**config.mk**
```make
export PLATFORM = sky130hd
export DESIGN_NAME = pixel_fetch_dma
export DESIGN_NICKNAME = d
export VERILOG_FILES = /design/src/rtl/pixel_fetch_dma_pkg.sv /design/src/rtl/pixel_fetch_dma_byte_fifo.sv /design/src/rtl/pixel_fetch_dma.sv
export SDC_FILE = /design/constraint.sdc
export NUM_CORES = 1
export LEC_CHECK = 0
export BUFFER_PORTS_ARGS = -buffer_cell sky130_fd_sc_hd__buf_4
export CAP_MARGIN = 20
export CORE_UTILIZATION = 30
export DETAILED_ROUTE_END_ITERATION = 7
export GPL_TIMING_DRIVEN = 0
export PLACE_DENSITY = 0.48
export SYNTH_ARGS = -nofsm -noshare
export SYNTH_HDL_FRONTEND = slang
export SYNTH_HIERARCHICAL = 1
export SYNTH_SLANG_ARGS = --single-unit
```
**constraint.sdc**
```tcl
create_clock -name clk -period 3.1 [get_ports clk]
set_input_delay 0.31 -clock clk [delete_from_list [all_inputs] [get_ports clk]]
set_output_delay 0.31 -clock clk [all_outputs]
set_load 0.03 [all_outputs]
```
**src/rtl/pixel_fetch_dma_pkg.sv**
```systemverilog
// rtl/pixel_fetch_dma_pkg.sv - shared state encodings and descriptor type for pixel_fetch_dma
package pixel_fetch_pkg;

    localparam logic [1:0] IDLE  = 2'd0;
    localparam logic [1:0] REQ   = 2'd1;
    localparam logic [1:0] DRAIN = 2'd2;

    typedef logic [1:0] fetch_state_e;

    // Wide enough for any supported MAX_WORDS_W (up to 16).
    localparam int DESC_COUNT_W = 16;

    typedef struct packed {
        logic [23:1]             addr;
        logic [DESC_COUNT_W-1:0] count;
    } fetch_desc_s;

endpackage

```
**src/rtl/pixel_fetch_dma_byte_fifo.sv**
```systemverilog
// rtl/pixel_fetch_dma_byte_fifo.sv - byte FIFO with a 2-byte push port and a 1-byte pop port
module byte_fifo #(
    parameter int DEPTH = 16
) (
    input  logic                     clk,
    input  logic                     reset,
    input  logic                     push,
    input  logic [15:0]              push_data,
    input  logic                     pop,
    output logic [7:0]               head,
    output logic [$clog2(DEPTH):0]   occupancy
);

    localparam int PTR_W = $clog2(DEPTH);
    localparam int OCC_W = PTR_W + 1;

    logic [7:0]       mem [DEPTH];
    logic [PTR_W-1:0] wr_ptr;
    logic [PTR_W-1:0] rd_ptr;
    logic [OCC_W-1:0] count;

    // High byte lands at the lower position so it is popped first.
    always_ff @(posedge clk) begin
        if (push) begin
            mem[wr_ptr]               <= push_data[15:8];
            mem[wr_ptr + PTR_W'(1)]   <= push_data[7:0];
        end
    end

    always_ff @(posedge clk) begin
        if (reset) begin
            wr_ptr <= '0;
            rd_ptr <= '0;
            count  <= '0;
        end else begin
            if (push) begin
                wr_ptr <= wr_ptr + PTR_W'(2);
            end
            if (pop) begin
                rd_ptr <= rd_ptr + PTR_W'(1);
            end
            count <= count + (push ? OCC_W'(2) : OCC_W'(0)) - (pop ? OCC_W'(1) : OCC_W'(0));
        end
    end

    assign head      = mem[rd_ptr];
    assign occupancy = count;

endmodule

```
**src/rtl/pixel_fetch_dma.sv**
```systemverilog
// rtl/pixel_fetch_dma.sv - bus68k read master feeding a pixel stream; PIXEL_FETCH_CLUT4_EN selects 4-bit pixels
module pixel_fetch_dma
    import pixel_fetch_pkg::*;
#(
    parameter int FIFO_DEPTH  = 16,
    parameter int MAX_WORDS_W = 12
) (
    input  logic                   clk,
    input  logic                   reset,
    input  logic                   start,
    input  logic [22:0]            start_addr,
    input  logic [MAX_WORDS_W-1:0] word_count,
    output logic                   busy,
    output logic                   done,
    output logic                   bus_as,
    output logic                   bus_uds,
    output logic                   bus_lds,
    output logic                   bus_write_strobe,
    output logic [23:1]            bus_addr,
    output logic [15:0]            bus_data_out,
    input  logic [15:0]            bus_data_in,
    input  logic                   bus_ack,
    output logic                   pix_write,
    output logic [7:0]             pix_pixel,
    input  logic                   pix_strobe
);

    localparam int OCC_W = $clog2(FIFO_DEPTH) + 1;

    fetch_state_e state;
    fetch_desc_s  desc;
    logic         as_q;
    logic [23:1]  addr_q;
    logic         busy_q;
    logic         done_q;

    logic             push;
    logic             pop;
    logic             consume;
    logic             fifo_empty;
    logic             room;
    logic [7:0]       head;
    logic [OCC_W-1:0] occupancy;

    byte_fifo #(.DEPTH(FIFO_DEPTH)) u_fifo (
        .clk       (clk),
        .reset     (reset),
        .push      (push),
        .push_data (bus_data_in),
        .pop       (pop),
        .head      (head),
        .occupancy (occupancy)
    );

    assign push       = as_q & bus_ack;
    assign fifo_empty = (occupancy == '0);
    // Registered occupancy ignores this cycle's pop, so the check is conservative.
    assign room       = (occupancy <= OCC_W'(FIFO_DEPTH - 2));
    assign pix_write  = ~fifo_empty;
    assign consume    = pix_write & pix_strobe;

`ifdef PIXEL_FETCH_CLUT4_EN
    logic nib_sel;

    always_ff @(posedge clk) begin
        if (reset) begin
            nib_sel <= 1'b0;
        end else if (consume) begin
            nib_sel <= ~nib_sel;
        end
    end

    assign pop       = consume & nib_sel;
    assign pix_pixel = fifo_empty ? 8'h00 : {4'h0, (nib_sel ? head[3:0] : head[7:4])};
`else
    assign pop       = consume;
    assign pix_pixel = fifo_empty ? 8'h00 : head;
`endif

    always_ff @(posedge clk) begin
        if (reset) begin
            state  <= IDLE;
            desc   <= '0;
            as_q   <= 1'b0;
            addr_q <= '0;
            busy_q <= 1'b0;
            done_q <= 1'b0;
        end else begin
            done_q <= 1'b0;
            case (state)
                IDLE: begin
                    if (start) begin
                        if (word_count != '0) begin
                            desc.addr  <= start_addr;
                            desc.count <= DESC_COUNT_W'(word_count);
                            busy_q     <= 1'b1;
                            state      <= REQ;
                        end else begin
                            done_q <= 1'b1;
                        end
                    end
                end
                REQ: begin
                    if (as_q) begin
                        if (bus_ack) begin
                            as_q       <= 1'b0;
                            desc.addr  <= desc.addr + 23'd1;
                            desc.count <= desc.count - DESC_COUNT_W'(1);
                            if (desc.count == DESC_COUNT_W'(1)) begin
                                state <= DRAIN;
                            end
                        end
                    end else if (room) begin
                        as_q   <= 1'b1;
                        addr_q <= desc.addr;
                    end
                end
                DRAIN: begin
                    if (fifo_empty) begin
                        done_q <= 1'b1;
                        busy_q <= 1'b0;
                        state  <= IDLE;
                    end
                end
                default: state <= IDLE;
            endcase
        end
    end

    assign busy             = busy_q;
    assign done             = done_q;
    assign bus_as           = as_q;
    assign bus_uds          = as_q;
    assign bus_lds          = as_q;
    assign bus_write_strobe = 1'b0;
    assign bus_addr         = addr_q;
    assign bus_data_out     = 16'h0000;

endmodule
```
# Word level (Yosys, flattened, before mapping)
# Memories as Yosys holds them, arrays and structs flattened. A register that Yosys moved wholly into a read port is not among the register bits.
# Cells that the tools add are included.
dict set report op_classes {
  addsub 7
  magnitude_cmp 1
  eq_ne 9
  n_mux 30
  bitwise 4
  n_reduce_logical 9
}
# op n
set ops {}
lappend ops {{two-way mux 39 bit} 4}
lappend ops {{case mux 39 bit (2 select lines)} 1}
lappend ops {{adder 23 x 1 -> 23 bit, second input constant} 1}
lappend ops {{equality test 16 x 1 -> 1 bit, second input constant} 1}
lappend ops {{subtractor 16 x 1 -> 16 bit, second input constant} 1}
lappend ops {{two-way mux 2 bit} 7}
lappend ops {{two-way mux 1 bit} 12}
lappend ops {{!= test 2 bit, second input constant} 6}
lappend ops {{nonzero test 12 bit} 1}
lappend ops {{adder 4 x 1 -> 4 bit, second input constant} 2}
lappend ops {{two-way mux 4 bit} 2}
lappend ops {{two-way mux 8 bit} 1}
lappend ops {{case mux 2 bit (3 select lines)} 1}
lappend ops {{AND reduction 6 bit} 1}
lappend ops {{adder 5 bit} 1}
lappend ops {{less-or-equal comparator 5 x 4 -> 1 bit, second input constant} 1}
lappend ops {{logical NOT 5 bit} 1}
lappend ops {{AND reduction 5 bit} 1}
lappend ops {{subtractor 5 bit} 1}
lappend ops {{adder 4 x 2 -> 4 bit, second input constant} 1}
lappend ops {{case mux 1 bit (2 select lines)} 2}
lappend ops {{AND reduction 4 bit} 1}
lappend ops {{nonzero test 2 bit} 2}
lappend ops {{AND reduction 3 bit} 1}
lappend ops {{5 further kinds} 7}
dict set report totals {
  regBits 80
  ramBits 128
  inputBits 56
  elab_cells 71
  n_memories 1
}
# name depth width rd rd_ports_with_merged_regs wr line_no
set mem_list {}
lappend mem_list {u_fifo.mem 16 8 1 1 2 pixel_fetch_dma_byte_fifo.sv:17} ;# logic [7:0] mem [DEPTH];

# Depth between registers and ports, before layout
# Gate-level depths: netlist (run 1).
dict set report depth {
  depth_word 5
  ltp_mapped 11
  mapped_depth_nobuf 10
}

# Hierarchy
# Netlist (run 1), hierarchy kept.
# module instances cells_each area_per_inst_um2 seq_area_each_um2
set by_module_without_submodules {}
lappend by_module_without_submodules {byte_fifo 1 273 5565.3 4164.0}
lappend by_module_without_submodules {pixel_fetch_dma 1 472 3941.3 1341.3}

# Worst setup path before layout (run 1)
# OpenSTA, ideal clock, no wires.
dict set report synth_timing {
  path_type {register to register}
  start {reg u_fifo.count[1] (netlist: u_fifo/occupancy[1])}
  end {reg u_fifo.count[3] (netlist: u_fifo/occupancy[3])}
  setup_ns 0.128
  arrival_ns 2.451
  path_slack_ns 0.521
  path_stages_with_launch 12
  cell_sequence {dfxtp_1 > or4_1 > nor2_1 > clkbuf_1 > nor2b_1 > ha_1 > inv_1 > ha_1 > inv_1 > fa_1 > xor2_1 > nor2_1}
}
dict set report synth_between {
  elab_chain_cells 5
  word_cells_on_any_way 6
}
# element line_no
set synth_rtl {}
lappend synth_rtl {{start: declaration} pixel_fetch_dma_byte_fifo.sv:20} ;# logic [OCC_W-1:0] count;
lappend synth_rtl {{start signal: assignment} pixel_fetch_dma_byte_fifo.sv:42} ;# count <= count + (push ? OCC_W'(2) : OCC_W'(0)) - (pop ? OCC_W'(1) : OCC_W'(0));
lappend synth_rtl {{logical NOT 5 bit} pixel_fetch_dma.sv:56} ;# assign fifo_empty = (occupancy == '0);
lappend synth_rtl {{NOT 1 bit} pixel_fetch_dma.sv:59} ;# assign pix_write = ~fifo_empty;
lappend synth_rtl {{bitwise AND 1 bit} pixel_fetch_dma.sv:60} ;# assign consume = pix_write & pix_strobe;
lappend synth_rtl {{named net consume} pixel_fetch_dma.sv:39} ;# logic consume;
lappend synth_rtl {{two-way mux 1 bit} pixel_fetch_dma_byte_fifo.sv:42}
lappend synth_rtl {{subtractor 5 bit} pixel_fetch_dma_byte_fifo.sv:42}
# The timed path passes the listed nets, and every way through them passes these cells.
# A chain may end at the register's enable or synchronous reset.

# Worst setup path after layout (run 1)
# Ends and elaborated chain as after synthesis.

==> results of run 1 <==
## state kept, by name, summed over array words and instances, names as in the netlist, named ones only
| name | count |
|---|---|
| u_fifo/mem | 128 |
| desc | 39 |
| bus_addr | 23 |
| u_fifo/occupancy | 5 |
| u_fifo/rd_ptr | 4 |
| u_fifo/wr_ptr | 3 |
| state | 2 |
| bus_as | 1 |
| busy | 1 |
| done | 1 |
## per-stage QoR
step | util, % | total power (W) | hold WS (ns) | setup WS, ns | instance area (um^2)
2_1_floorplan | - | 0.00460 | 0.379 | 0.521 | 9570
3_3_place_gp | 34.8 | 0.00522 | 0.478 | -0.406 | 10800
3_5_place_dp | 35.2 | 0.00523 | 0.488 | -0.358 | 10900
4_1_cts | 38.0 | 0.00809 | 0.00172 | 0.116 | 11700
5_1_grt | 38.0 | 0.00836 | 0.0118 | 0.101 | 11700
6_report | 38.0 | 0.00799 | 0.0238 | 0.288 | 11700
## cell usage in the layout, fill, tap and decap left out, types with 6 or more instances in the layout
| cell type | count |
|---|---|
| buf_2 | 18 |
| edfxtp_1 | 128 |
| ha_1 | 10 |
| conb_1 | 17 |
| nor4_1 | 13 |
| a32oi_1 | 9 |
| nor2b_1 | 14 |
| nor2_2 | 8 |
| buf_4 | 112 |
| nand2_1 | 44 |
| a31oi_1 | 11 |
| nor2_1 | 62 |
| a211oi_1 | 11 |
| nor3_1 | 7 |
| nand2b_1 | 6 |
| mux4_2 | 18 |
| inv_1 | 17 |
| mux2i_1 | 29 |
| o311ai_1 | 6 |
| a22oi_1 | 20 |
| dfxtp_1 | 83 |
| clkbuf_1 | 29 |
| nand4_1 | 19 |
| clkbuf_16 | 25 |
| mux4_1 | 14 |
| nand3_1 | 13 |
| o31ai_1 | 13 |
| buf_6 | 9 |
| o211ai_1 | 6 |
| a21oi_1 | 17 |
| o21ai_0 | 6 |
## final cells by class
type / instances / area (um^2) / share of cell area (%)
sequential: 211 / 5510 / 46.9
multi-input combinational: 462 / 3600 / 30.7
timing repair buffer: 105 / 858 / 7.31
clock buffer: 35 / 673 / 5.74
tap: 396 / 495 / 4.22
buffer: 70 / 420 / 3.58
clock inverter: 9 / 110 / 0.938
inverter: 18 / 67.6 / 0.576
## metal layers
layer  vias up  track usage [%]  wire length (um)
met5         -                0                 0
met4         0             5.37               694
met3        50             2.57              1370
met2       225             26.2             12200
met1      3308             22.0             12000
li1       3207                -                 -
## what timing repair did
item                                    CTS  global route
hold endpoints to repair                 35             0
endpoints found under the setup margin   12             1
hold buffers                              5             0
resized for setup                         2             1
## worst max-delay path, cell delays in order, from the launching register on
cell and delay [ns]:
dfxtp_1 0.32, or4_1 0.57, nor2_2 0.27, clkbuf_4 0.33, nor2b_1 0.16, ha_1 0.20, inv_1 0.05, ha_1 0.15
inv_1 0.05, fa_1 0.38, xor2_1 0.14, nor2_1 0.05
## worst max-delay path by stage
stage	slack, ns	endpoint	depth (start not counted)	start
after global routing	0.10	u_fifo/occupancy[3]	11	u_fifo/occupancy[1]
after CTS	0.12	u_fifo/occupancy[3]	11	u_fifo/occupancy[1]
final	0.29	u_fifo/occupancy[3]	11	u_fifo/occupancy[1]
after global placement	-0.41	u_fifo/mem[0][2]	4	bus_as
after floorplan	0.52	u_fifo/occupancy[3]	11	u_fifo/occupancy[1]
after detailed placement	-0.36	u_fifo/occupancy[3]	11	u_fifo/occupancy[1]
## power by group
| group | internal (W) | switching [W] |
|---|---|---|
| sequential | 0.00310 | 0.000126 |
| combinational | 0.000852 | 0.00108 |
| clock | 0.00168 | 0.00114 |
| total | 0.00564 | 0.00235 |
## cell families after synthesis
group                    share of synthesized area, %
buffers and inverters                            5.09
adder cells (fa/ha/maj)                          1.53
flip-flops                                       57.9
multiplexers                                     11.2
other                                          0.0394
AO/OA/AOI/OAI                                    11.5
XOR/XNOR                                        0.645
AND/OR/NAND/NOR                                  12.1
==> flow_metrics.tcl, run 1 <==
set metrics [dict create \
    die_y_um 180 \
    rsz0062_at_grt "false" \
    synth_warnings 6 \
    cp.arrival_ns 3.21 \
    cts_tree "built" \
    cts_buffer_depth 3 \
    r2r_slack_ns 0.29 \
    io_buffer_count 92 \
    cts_max_level 1 \
    p_leak_nw 4.31 \
    crit_path_end_kind "flip-flop" \
    wl_per_cell_um 20.1 \
    syn_area_um2 9510 \
    synth_edf_count 128 \
    syn_to_final_growth_pct 23.4 \
    critPathRequiredTime_ns 3.49 \
    synth.largest_area_cell "edfxtp_1" \
    drv_slew 0 \
    routabilityCongestion 0.839 \
    drive_gt1_share_pct 24.7 \
    ys_seq_area_share_pct 57.9 \
    fin_crit_sh_pct 90.7 \
    whs_path_depth 1 \
    synth_seq_cells 211 \
    synth-main-ff-cell "edfxtp_1" \
    dieWidth_um 180 \
    totalWireLength_mm 26.3 \
    grt_max_degree 16 \
    synth_area_leaders "edfxtp_1 40%, dfxtp_1 17%, mux4_2 4.3%" \
    place_inst 1257 \
    avgSynthCellArea_um2 12.8 \
    crit_type "flip-flop to flip-flop" \
    ir_drop_mv 0.437 \
    dr.pass1.iters 5 \
    clock.fmax_ghz 0.356 \
    first_iter_violations 457 \
    synth_cell_type_count 74 \
    ios 110 \
    dieArea_um2 32400 \
    start_kind "flip-flop" \
    cts.sinks 211 \
    synthTopCellsByCount "128 x edfxtp_1, 83 x dfxtp_1, 69 x nor2_1" \
    r2r-end "u_fifo/occupancy[3]" \
    fillerInstances 2979 \
    reg2reg_from "u_fifo/occupancy[1]" \
    setup_violations 0 \
    yosysMostFrequentCell "edfxtp_1" \
    yosysTopAreaCellShare_pct 40.4 \
    fp-row-count 64 \
    grt_pass1_wl_mm 40.4 \
    core_area_um2 30900 \
    whs_endpoint "u_fifo/mem[13][7]" \
    cts_buffers 25 \
    antenna_found_initial 0 \
    p_per_area_nw_per_um2 681 \
    status "completed" \
    ant_nets 0 \
    tightestPinTransition_ns 0.952 \
    cp_max_fo 10 \
    final_cells 1306 \
    track_usage_pct 16.1 \
    ys_async_sr_fraction_pct 0 \
    maxSlewHeadroom_pct 36.3 \
    nets 960 \
    hold_viol_final 0 \
    clk_pin_slew_ns 0.06 \
    insertion_delay_ns 0.53 \
    drc 0 \
    grt_pass1_vias 6750 \
    vias 6790 \
    fin_tns_setup_ns 0 \
    min_period_ns 2.81 \
    cts_root_buffer "clkbuf_16" \
    min-delay-start "bus_data_in[7]" \
    avgViaCountPerCell 5.20 \
    fin_worst_skew_ns 0.00721 \
    reg2regPathDepth 11 \
    antennaDiodeCount 0 \
    synthCells 745 \
    max_cap_violations 0 \
    cts_setup_buffers 0 \
    grt_overflow 0 \
    hpwlAfterDp_mm 17.8 \
    hp-class "input port to flip-flop" \
    start_util_pct 30.8 \
]
(Power assumes the default switching activity.)
==> run 2, diff against run 1 <==
--- a/config.mk
+++ b/config.mk
@@ -5,12 +5,13 @@
 export SDC_FILE = /design/constraint.sdc
 export NUM_CORES = 1
 export LEC_CHECK = 0
+export ABC_AREA = 1
 export BUFFER_PORTS_ARGS = -buffer_cell sky130_fd_sc_hd__buf_4
 export CAP_MARGIN = 20
 export CORE_UTILIZATION = 30
 export DETAILED_ROUTE_END_ITERATION = 7
 export GPL_TIMING_DRIVEN = 0
-export PLACE_DENSITY = 0.48
+export PLACE_DENSITY = 0.47
 export SYNTH_ARGS = -nofsm -noshare
 export SYNTH_HDL_FRONTEND = slang
 export SYNTH_HIERARCHICAL = 1
==> run 2 against run 1 <==
Net effect: sequential cell count did not move; combinational power increased by 140%; global-route usage is 1.6 points higher; core utilization shrank 0.48 points; clock-buffer cell count fell by 6; cell count increased by 42%; sequential share of layout area shrank 3.1 points; die area rose by 7.4%; power up 46%; non-clock buffer count decreased by 4.
==> flow_metrics.tcl, run 2 <==
set metrics [dict create \
    status "completed" \
    synthTopCellsByCount "326 x nand2_1, 178 x inv_1, 145 x nand3_1" \
    fin_tns_setup_ns 0 \
    clock.fmax_ghz 0.376 \
    fillerInstances 3542 \
    cts_max_level 1 \
    crit_top_cell "nand2_1" \
    setup_violations 0 \
    p_per_area_nw_per_um2 925 \
    reg2regPathDepth 11 \
    synth_warnings 6 \
    whs_path_depth 1 \
    crit_family "buffers and inverters" \
    p_leak_nw 5.45 \
    hp-class "input port to flip-flop" \
    internal-power_w 0.00682 \
    tightestPinTransition_ns 0.912 \
    grt_overflow 0 \
    cts_buffers 26 \
    nets 1455 \
    cp_num_buf_inv 3 \
    drv_slew 0 \
    startpoint "u_fifo/occupancy[2]" \
    core_area_um2 33500 \
    insertion_delay_ns 0.52 \
    hpwlAfterDp_mm 21.4 \
    synth_edf_count 128 \
    syn_to_final_growth_pct 23.0 \
    crit_path_end_kind "output pin" \
    drc 0 \
    fin_worst_skew_ns 0.00865 \
    reg2reg_from "u_fifo/occupancy[2]" \
    cts_setup_buffers 0 \
    pwr-share-clk_pct 26.7 \
    synth_seq_cells 211 \
    max_cap_violations 0 \
    max_stage_delay_ns 0.69 \
    hold_viol_final 0 \
    synth.largest_area_cell "edfxtp_1" \
    avgSynthCellArea_um2 8.22 \
    final_cells 1856 \
    switchingPower_w 0.00481 \
    io_buffer_count 91 \
    grt_pass1_wl_mm 47.6 \
    cts_root_buffer "clkbuf_16" \
    start_kind "flip-flop" \
    seqPwrFrac_pct 33.0 \
    final_core_util_pct 37.5 \
    dieArea_um2 34800 \
    start_util_pct 30.5 \
    totalWireLength_mm 31.0 \
    syn_area_um2 10200 \
    cts.sinks 211 \
    rsz0062_at_grt "false" \
    r2r_slack_ns 0.45 \
    fin_crit_sh_pct 85.7 \
    vias 8449 \
    cp.arrival_ns 2.35 \
    synthCells 1244 \
    crit_type "flip-flop to output pin" \
    clk_pin_slew_ns 0.06 \
    place_inst 1807 \
    routabilityCongestion 0.832 \
    synth_area_leaders "edfxtp_1 38%, dfxtp_1 16%, nand2_1 12%" \
    switching_share_pct 41.4 \
    cp_max_fo 10 \
    ys_async_sr_fraction_pct 0 \
    fp-row-count 67 \
    ys_seq_area_share_pct 53.9 \
    regMostFlops "u_fifo/mem" \
    min_period_ns 2.66 \
    post_cts_resized 0 \
    ant_nets 0 \
    ir_drop_mv 0.492 \
    drive_gt1_share_pct 17.2 \
    synth_cell_type_count 36 \
    yosysTopAreaCellShare_pct 37.6 \
    r2r-end "u_fifo/occupancy[2]" \
    layout.cells.most_common "nand2_1" \
    first_iter_violations 504 \
    cp_slowest_cell "clkbuf_1" \
    yosysMostFrequentCell "nand2_1" \
    ios 110 \
    dr.pass1.iters 5 \
    antennaDiodeCount 0 \
    maxSlewHeadroom_pct 39.2 \
    synth-main-ff-cell "edfxtp_1" \
    postCtsHoldBufs 1 \
    whs_endpoint "u_fifo/mem[7][1]" \
    track_usage_pct 17.7 \
    largest_reg_flops 128 \
    wl_per_cell_um 16.7 \
    die_y_um 187 \
    antenna_found_initial 0 \
    dieWidth_um 187 \
    grt_pass1_vias 8129 \
    power_frac_comb_pct 40.3 \
    cts_tree "built" \
    avgViaCountPerCell 4.55 \
    mostFrequentLayoutCells "326 x nand2_1, 178 x inv_1, 145 x nand3_1, 128 x edfxtp_1, 115 x buf_4" \
    cts_buffer_depth 3 \
    grt_max_degree 15 \
    path_cells "nor2_1, nand2_1, clkbuf_1, nand2_1, inv_1, buf_4" \
    critPathRequiredTime_ns 2.79 \
    min-delay-start "bus_data_in[1]" \
]
-- run 2: logic make-up after synthesis --
| logic type | share of synthesized area, % |
|---|---|
| and+or+nand+nor | 25.7 |
| xor gates and xnor gates | 0.428 |
| adders and majority gates | 1.42 |
| DFF | 53.9 |
| buffers and inverters | 11.3 |
| other | 0.0367 |
| AOI/OAI and AO/OA | 7.30 |
-- run 2: power by group through the flow --
stage / registers [W] / clock network [W] / logic (W)
4_1_cts: 0.00384 / 0.00319 / 0.00469
3_5_place_dp: 0.00390 / 0 / 0.00467
5_1_grt: 0.00391 / 0.00330 / 0.00520
3_3_place_gp: 0.00390 / 0 / 0.00465
2_1_floorplan: 0.00402 / 0 / 0.00293
6_report: 0.00384 / 0.00310 / 0.00469
-- run 2: worst max-delay path by stage --
stage | endpoint | cells past startpoint
detailed placement | u_fifo/occupancy[2] | 11
global placement | u_fifo/mem[13][6] | 5
global route | u_fifo/occupancy[2] | 11
finish | pix_pixel[1] | 6
CTS | u_fifo/occupancy[2] | 11
floorplan | u_fifo/mem[0][0] | 5
-- run 2: area by class of cell --
cell class	instances	area [um^2]	area share [%]
sequential	211	5510	43.8
tap	448	561	4.46
clock inverter	19	201	1.60
multi-input combinational	793	3640	29.0
buffer	71	460	3.66
timing repair buffer	100	822	6.54
clock buffer	29	683	5.44
inverter	185	694	5.53
-- run 2: layer usage --
metal,track usage (%),share of wire [%],vias to the layer above
met1,23.9,46,3888
met5,0,0,-
met4,6.02,3.0,0
li1,-,-,4255
met3,2.78,5.9,59
met2,28.9,45,247
-- run 2: through the flow --
step	hold slack [ns]	total power (W)	setup slack [ns]	instance area, um^2
6_report	0.0205	0.0116	0.443	12600
5_1_grt	0.00631	0.0124	0.227	12600
2_1_floorplan	0.409	0.00695	0.762	10300
3_5_place_dp	0.475	0.00857	0.418	11700
3_3_place_gp	0.472	0.00855	-0.184	11500
4_1_cts	0.00212	0.0117	0.397	12600
